**src/rtl/reg_bank16_pkg.sv**
```systemverilog
// Shared constants and per-register operation select for the 16 x 16-bit register bank.
// The decode function fixes the per-register source priority in one place.
package reg_bank16_pkg;

    localparam int unsigned WIDTH    = 16;
    localparam int unsigned PC_WIDTH = 14;
    localparam int unsigned PC_REG   = 15;
    localparam int unsigned NUM_REGS = 16;
    localparam logic [PC_WIDTH-1:0] RESET_PC = 14'h0000;

    typedef enum logic [2:0] {
        OpNone,
        OpRestore,
        OpWe,
        OpInc,
        OpPcLoad,
        OpPcStep
    } op_sel_e;

    // Highest priority first: accepted restore, write-back, inc/dec, PC load, PC step.
    function automatic op_sel_e decode_op(
        input logic [3:0] idx,
        input logic       is_pc,
        input logic       restore_ok,
        input logic       we,
        input logic [3:0] waddr,
        input logic       inc_en,
        input logic [3:0] inc_addr,
        input logic       pc_load,
        input logic       pc_step
    );
        op_sel_e op;
        op = OpNone;
        if (restore_ok) begin
            op = OpRestore;
        end else if (we && (waddr == idx)) begin
            op = OpWe;
        end else if (inc_en && (inc_addr == idx)) begin
            op = OpInc;
        end else if (is_pc && pc_load) begin
            op = OpPcLoad;
        end else if (is_pc && pc_step) begin
            op = OpPcStep;
        end
        return op;
    endfunction

endpackage

```
**src/rtl/reg_bank16_cell.sv**
```systemverilog
// One bank register plus its one-deep shadow copy.
// The shadow always captures the pre-update value so save/restore can swap atomically.
module reg_bank16_cell
    import reg_bank16_pkg::*;
#(
    parameter int unsigned          Width    = WIDTH,
    parameter int unsigned          PcWidth  = PC_WIDTH,
    parameter logic [Width-1:0]     ResetVal = '0
) (
    input  logic               clk,
    input  logic               rst_n,
    input  op_sel_e            op,
    input  logic               save,
    input  logic [Width-1:0]   wdata,
    input  logic               inc_dec,
    input  logic [PcWidth-1:0] pc_in,
    output logic [Width-1:0]   value
);

    logic [Width-1:0]   value_q;
    logic [Width-1:0]   value_d;
    logic [Width-1:0]   shadow_q;
    logic [PcWidth-1:0] pc_next;

    assign pc_next = value_q[PcWidth-1:0] + PcWidth'(1);

    always_comb begin
        value_d = value_q;
        case (op)
            OpRestore: value_d = shadow_q;
            OpWe:      value_d = wdata;
            OpInc:     value_d = inc_dec ? (value_q - Width'(1)) : (value_q + Width'(1));
            OpPcLoad:  value_d = Width'(pc_in);
            OpPcStep:  value_d = Width'(pc_next);
            default:   value_d = value_q;
        endcase
    end

    always_ff @(posedge clk) begin
        if (!rst_n) begin
            value_q  <= ResetVal;
            shadow_q <= '0;
        end else begin
            value_q <= value_d;
            if (save) begin
                shadow_q <= value_q;
            end
        end
    end

    assign value = value_q;

endmodule

```
**src/rtl/reg_bank16.sv**
```systemverilog
// 16 x 16-bit register bank with R15 as program counter and a one-deep shadow context.
// Top level decodes per-register operations and tracks shadow validity and restore errors.
module reg_bank16
    import reg_bank16_pkg::*;
#(
    parameter int unsigned            W_BITS  = WIDTH,
    parameter int unsigned            PC_BITS = PC_WIDTH,
    parameter int unsigned            PC_IDX  = PC_REG,
    parameter logic [PC_BITS-1:0]     PC_RST  = RESET_PC
) (
    input  logic                   CLK,
    input  logic                   RESET_N,
    input  logic                   WE,
    input  logic [3:0]             WADDR,
    input  logic [W_BITS-1:0]      WDATA,
    input  logic                   INC_EN,
    input  logic [3:0]             INC_ADDR,
    input  logic                   INC_DEC,
    input  logic                   PC_LOAD,
    input  logic [PC_BITS-1:0]     PC_IN,
    input  logic                   PC_STEP,
    input  logic                   SAVE,
    input  logic                   RESTORE,
    output logic [16*W_BITS-1:0]   REGS,
    output logic [PC_BITS-1:0]     PC_OUT,
    output logic                   SHADOW_VALID,
    output logic                   ERR
);

    logic shadow_valid_q;
    logic shadow_valid_d;
    logic err_q;
    logic err_d;
    logic restore_ok;

    assign restore_ok = RESTORE && shadow_valid_q;

    for (genvar i = 0; i < NUM_REGS; i++) begin : g_cell
        localparam logic            IsPc = (i == PC_IDX);
        localparam logic [W_BITS-1:0] RstVal = IsPc ? W_BITS'(PC_RST) : '0;

        op_sel_e          op;
        logic [W_BITS-1:0] value;

        assign op = decode_op(4'(i), IsPc, restore_ok, WE, WADDR, INC_EN, INC_ADDR,
                              PC_LOAD, PC_STEP);

        reg_bank16_cell #(
            .Width    (W_BITS),
            .PcWidth  (PC_BITS),
            .ResetVal (RstVal)
        ) u_cell (
            .clk     (CLK),
            .rst_n   (RESET_N),
            .op      (op),
            .save    (SAVE),
            .wdata   (WDATA),
            .inc_dec (INC_DEC),
            .pc_in   (PC_IN),
            .value   (value)
        );

        assign REGS[i*W_BITS +: W_BITS] = value;
    end

    // SAVE wins over a clearing restore, which keeps a swap's shadow valid.
    always_comb begin
        shadow_valid_d = shadow_valid_q;
        if (SAVE) begin
            shadow_valid_d = 1'b1;
        end else if (restore_ok) begin
            shadow_valid_d = 1'b0;
        end
        err_d = RESTORE && !shadow_valid_q;
    end

    always_ff @(posedge CLK) begin
        if (!RESET_N) begin
            shadow_valid_q <= 1'b0;
            err_q          <= 1'b0;
        end else begin
            shadow_valid_q <= shadow_valid_d;
            err_q          <= err_d;
        end
    end

    assign PC_OUT       = REGS[PC_IDX*W_BITS +: PC_BITS];
    assign SHADOW_VALID = shadow_valid_q;
    assign ERR          = err_q;

endmodule
```
**config.mk**
```make
export PLATFORM = sky130hd
export DESIGN_NAME = reg_bank16
export DESIGN_NICKNAME = d
export VERILOG_FILES = /design/src/rtl/reg_bank16_pkg.sv /design/src/rtl/reg_bank16_cell.sv /design/src/rtl/reg_bank16.sv
export SDC_FILE = /design/constraint.sdc
export NUM_CORES = 2
export LEC_CHECK = 0
export BUFFER_PORTS_ARGS = -buffer_cell sky130_fd_sc_hd__buf_2
export CORE_MARGIN = 2
export CORE_UTILIZATION = 60
export DETAILED_ROUTE_END_ITERATION = 10
export PLACE_DENSITY = 0.83
export SYNTH_ARGS = -nofsm -noshare
export SYNTH_HDL_FRONTEND = slang
export SYNTH_SLANG_ARGS = --single-unit
export TNS_END_PERCENT = 50
```
**constraint.sdc**
```tcl
create_clock -name CLK -period 7.1 [get_ports CLK]
set_input_delay 0.355 -clock CLK [delete_from_list [all_inputs] [get_ports CLK]]
set_output_delay 0.355 -clock CLK [all_outputs]
set_load 0.02 [all_outputs]
```
==> flow_summary.yaml <==
outcome:
  outcome: "complete, no violations"
yosys:
  syn_area_um2: 32700
  synth.yosys.seq_area_share: 0.315
  yosys.cell_types.count: 96
  synthesis.nets: 4241
  yosys_warnings: 0
  async_flop_share: 0
  synthXorXnorAreaFrac: 0.0590
  synth_compound_area_frac: 0.256
  synth_fa_ha_area_frac: 0.0960
  syn_inst: 3953
  synth-simple-area-share: 0.150
  synth_top_family_by_area: "compound AO/OA/AOI/OAI gates"
  ys_ff_latch: 514
  synth_edf_count: 0
  ys.flop_type: "dfxtp_1"
  synth_mux_area_frac: 0.0842
  avgSynthCellArea_um2: 8.26
timing:
  fmax_mhz: 313
  relSlewSlack: 0.0683
  hold_viol_final: 0
  fin_crit_sh: 0.449
  period_minus_slack_ns: 3.19
  rsz0062_at_grt: "no"
  tightest_slew_ns: 1.40
  tns_ns: 0
  skew_ns: 0.0196
  setup_viol: 0
  slew_viol_final: 0
  setup_slack_ns: 3.91
grt:
  antenna_found_initial: 12
  grt_pass1_wl_mm: 162
  grt_pass1_vias: 29172
  grt_usage: 0.356
  grt_max_degree: 149
  grt-ovfl-total: 0
clock_network:
  holdBufCountCts: 0
  cts_sinks: 514
  clock_latency_ns: 0.63
  clockBufferDepth: 3
  cts_buffers: 57
  htreeDepth: 2
  path_clk_slew_ns: 0.06
  clockRootBuffer: "clkbuf_16"
  tritoncts: "built"
  postCtsSetupRepairBufs: 0
  cts_resized: 0
worst_hold_path:
  min_delay_path_depth: 3
  hp-class: "primary input to flop"
  min_to: "ERR"
  worstHoldStart: "RESTORE"
routing:
  finalWirelength_mm: 104
  drtIter0Drc: 2859
  dr.pass1.iters: 6
  vias: 31621
  drc: 0
  detail_route.wl_per_cell_um: 21.4
  drtAntennaViolNets: 0
  via_per_inst: 6.52
power_and_ir_drop:
  netSwitchingPower_mw: 2.57
  seqPwrFrac: 0.402
  clkPwrFrac: 0.365
  power_frac_comb: 0.233
  power_density_nw_per_um2: 221
  ir_drop_mv: 0.197
  p_sw_frac: 0.321
  internal-power_mw: 5.43
  leakagePower_nw: 15.9
floorplan:
  start_util: 0.607
  die-height_um: 237
  boundaryPins: 319
  coreArea_um2: 53800
  std_cell_rows: 85
  die_area_um2: 56300
  die_w_um: 237
place:
  place.gp.congestion: 0.942
  dpl-instance-area_um2: 34300
  pre_cts_slack_ns: 3.38
  post-dp-hpwl_mm: 66.0
  portBuffers: 318
  place_inst: 4739
critical_path:
  path_class: "primary input to flop"
  reg2reg_depth: 8
  reg2reg_to: "g_cell[8].u_cell.value[15]"
  path_cells: "buf_8 -> buf_4 -> ha_1 -> nor2b_1 -> o21ai_1 -> a21boi_1 -> a2111oi_0 -> o31a_1 -> o21ai_1 -> a311oi_1 -> o22ai_1"
  path_buf_inv: 2
  cp_common_cell: "o21ai_1"
  reg2reg_slack_ns: 4.11
  cp-end-kind: "flop"
  cp-start-kind: "primary input"
  r2r-start: "SHADOW_VALID"
  worst_ep_required_time_ns: 7.58
  critPathArrivalTime_ns: 3.67
  cpMaxStageDelayCell: "buf_4"
  cp_slowest_stage_delay_ns: 0.64
  critPathMaxFanout: 62
  crit_family: "compound AO/OA/AOI/OAI gates"
final_layout:
  ff_latch_area_um2: 10300
  multi_input_area_um2: 21100
  syn2layout_area_growth_pct: 10.8
  layout-drive-gt1-share: 0.116
  stdcell_count: 4850
  design_area_um2: 36200
  fillers: 4512
  final_util: 0.672
  nets: 4390
flow_run:
  drv_cap: 0
[worst min-delay path: stages]
cell and delay, ns:
buf_2 0.13, inv_1 0.07, nor3_1 0.05
[area by class of cell]
cell class              count  area share
inverters                  69     0.00737
diodes                     10    0.000692
flip-flops and latches    514       0.284
clock buffers              80      0.0455
clock inverters            21     0.00460
repair buffers            339      0.0501
well taps                 696      0.0241
multi-input cells        3121       0.583
[power by group through the flow]
stage | Combinational [mW] | Clock [mW] | Sequential [mW]
after floorplan | 1.24 | 0 | 3.35
after global placement | 1.78 | 0 | 3.26
after detailed placement | 1.82 | 0 | 3.27
after CTS | 1.83 | 2.93 | 3.21
after global routing | 2.03 | 3.06 | 3.23
final | 1.86 | 2.92 | 3.21
[per-layer routing]
metal,GRT usage,vias up,share of wire
li1,-,14899,-
met5,0,-,0
met1,0.460,14974,0.41
met2,0.564,1443,0.44
met4,0.195,0,0.056
met3,0.0651,305,0.093
[per-stage QoR]
step	total power [mW]	hold slack (ns)
after CTS	7.97	0.000150
after global placement	5.04	0.427
after detailed placement	5.09	0.438
after floorplan	4.58	0.415
after global routing	8.31	0.0428
final	8.00	0.0219
[worst max-delay path by stage]
stage / slack (ns) / end / cells past startpoint / from
finish: 3.91 / g_cell[14].u_cell.value[14] / 11 / INC_DEC
floorplan: 3.63 / g_cell[14].u_cell.value[14] / 12 / INC_DEC
global route: 3.79 / g_cell[14].u_cell.value[14] / 12 / INC_DEC
detailed placement: 3.38 / g_cell[14].u_cell.value[14] / 12 / INC_DEC
CTS: 4.03 / g_cell[14].u_cell.value[14] / 12 / INC_DEC
global placement: 3.41 / g_cell[14].u_cell.value[14] / 12 / INC_DEC
[sequential cells by signal, indices dropped and copies added (netlist names)]
signal and count:
g_cell.u_cell.shadow_q 256, g_cell.u_cell.value 256, ERR 1, SHADOW_VALID 1
[cell usage after synthesis, types with 6 or more instances]
library cell	count	area [um2]
o21ai_0	304	1520
o31a_1	12	105
o22ai_1	82	513
inv_1	68	255
nor3_2	8	80.1
a21oi_1	332	1660
nor2_1	521	1960
nand3_1	94	470
a221oi_1	19	166
a31oi_1	27	169
a311oi_1	16	140
clkbuf_1	167	627
or3_1	18	113
o21bai_1	12	90.1
o21a_1	33	248
a21o_1	69	518
o31ai_1	22	165
a21boi_0	6	45.0
a211oi_1	56	420
or2_2	10	62.6
fa_1	16	320
o221ai_1	142	1240
nand2_1	228	856
a211o_1	14	123
nand4_1	18	113
buf_2	17	85.1
buf_1	48	180
xnor2_1	138	1210
ha_1	225	2820
xor2_1	82	718
and3_1	19	119
o21ai_1	29	145
and2_1	16	100
nand2b_1	31	194
nor3_1	56	280
o211ai_1	45	338
buf_4	14	105
a221o_1	8	80.1
mux2i_1	273	2730
nor2b_1	38	238
dfxtp_1	514	10300
[kinds of logic (layout without fill, tap and decap cells)]
group                      count (synthesis)  count (layout)
buffers and inverters                    318             509
AOI/OAI and AO/OA                       1295            1295
adders and majority gates                241             241
DFF                                      514             514
and+or+nand+nor                         1091            1091
other                                      0              10
muxes                                    274             274
xor gates and xnor gates                 220             220
[cell usage in the layout, fill, tap and decap left out, types with 10 or more instances in the layout]
cell / synthesis / layout
xnor2_1: 138 / 138
clkinv_2: 0 / 15
o221ai_1: 142 / 142
ha_1: 225 / 225
o22ai_1: 82 / 82
or3_1: 18 / 18
and3_1: 19 / 19
nand3_1: 94 / 94
nor3_1: 56 / 56
nand4_1: 18 / 18
nor2b_1: 38 / 38
or2_2: 10 / 10
o31a_1: 12 / 12
nand2_1: 228 / 227
dfxtp_1: 514 / 514
buf_4: 14 / 18
o21ai_1: 29 / 29
a311oi_1: 16 / 16
fa_1: 16 / 16
a21oi_1: 332 / 332
o211ai_1: 45 / 45
o31ai_1: 22 / 22
nand2b_1: 31 / 31
a21o_1: 69 / 69
buf_2: 17 / 315
a221oi_1: 19 / 19
a31oi_1: 27 / 27
o21bai_1: 12 / 12
clkbuf_16: 0 / 59
a211oi_1: 56 / 56
mux2i_1: 273 / 273
and2_1: 16 / 15
o21a_1: 33 / 33
diode_2: 0 / 10
nor2_1: 521 / 519
a211o_1: 14 / 14
inv_1: 68 / 68
clkbuf_1: 167 / 12
xor2_1: 82 / 82
o21ai_0: 304 / 304
No activity file was read; power rests on OpenSTA's default activity.
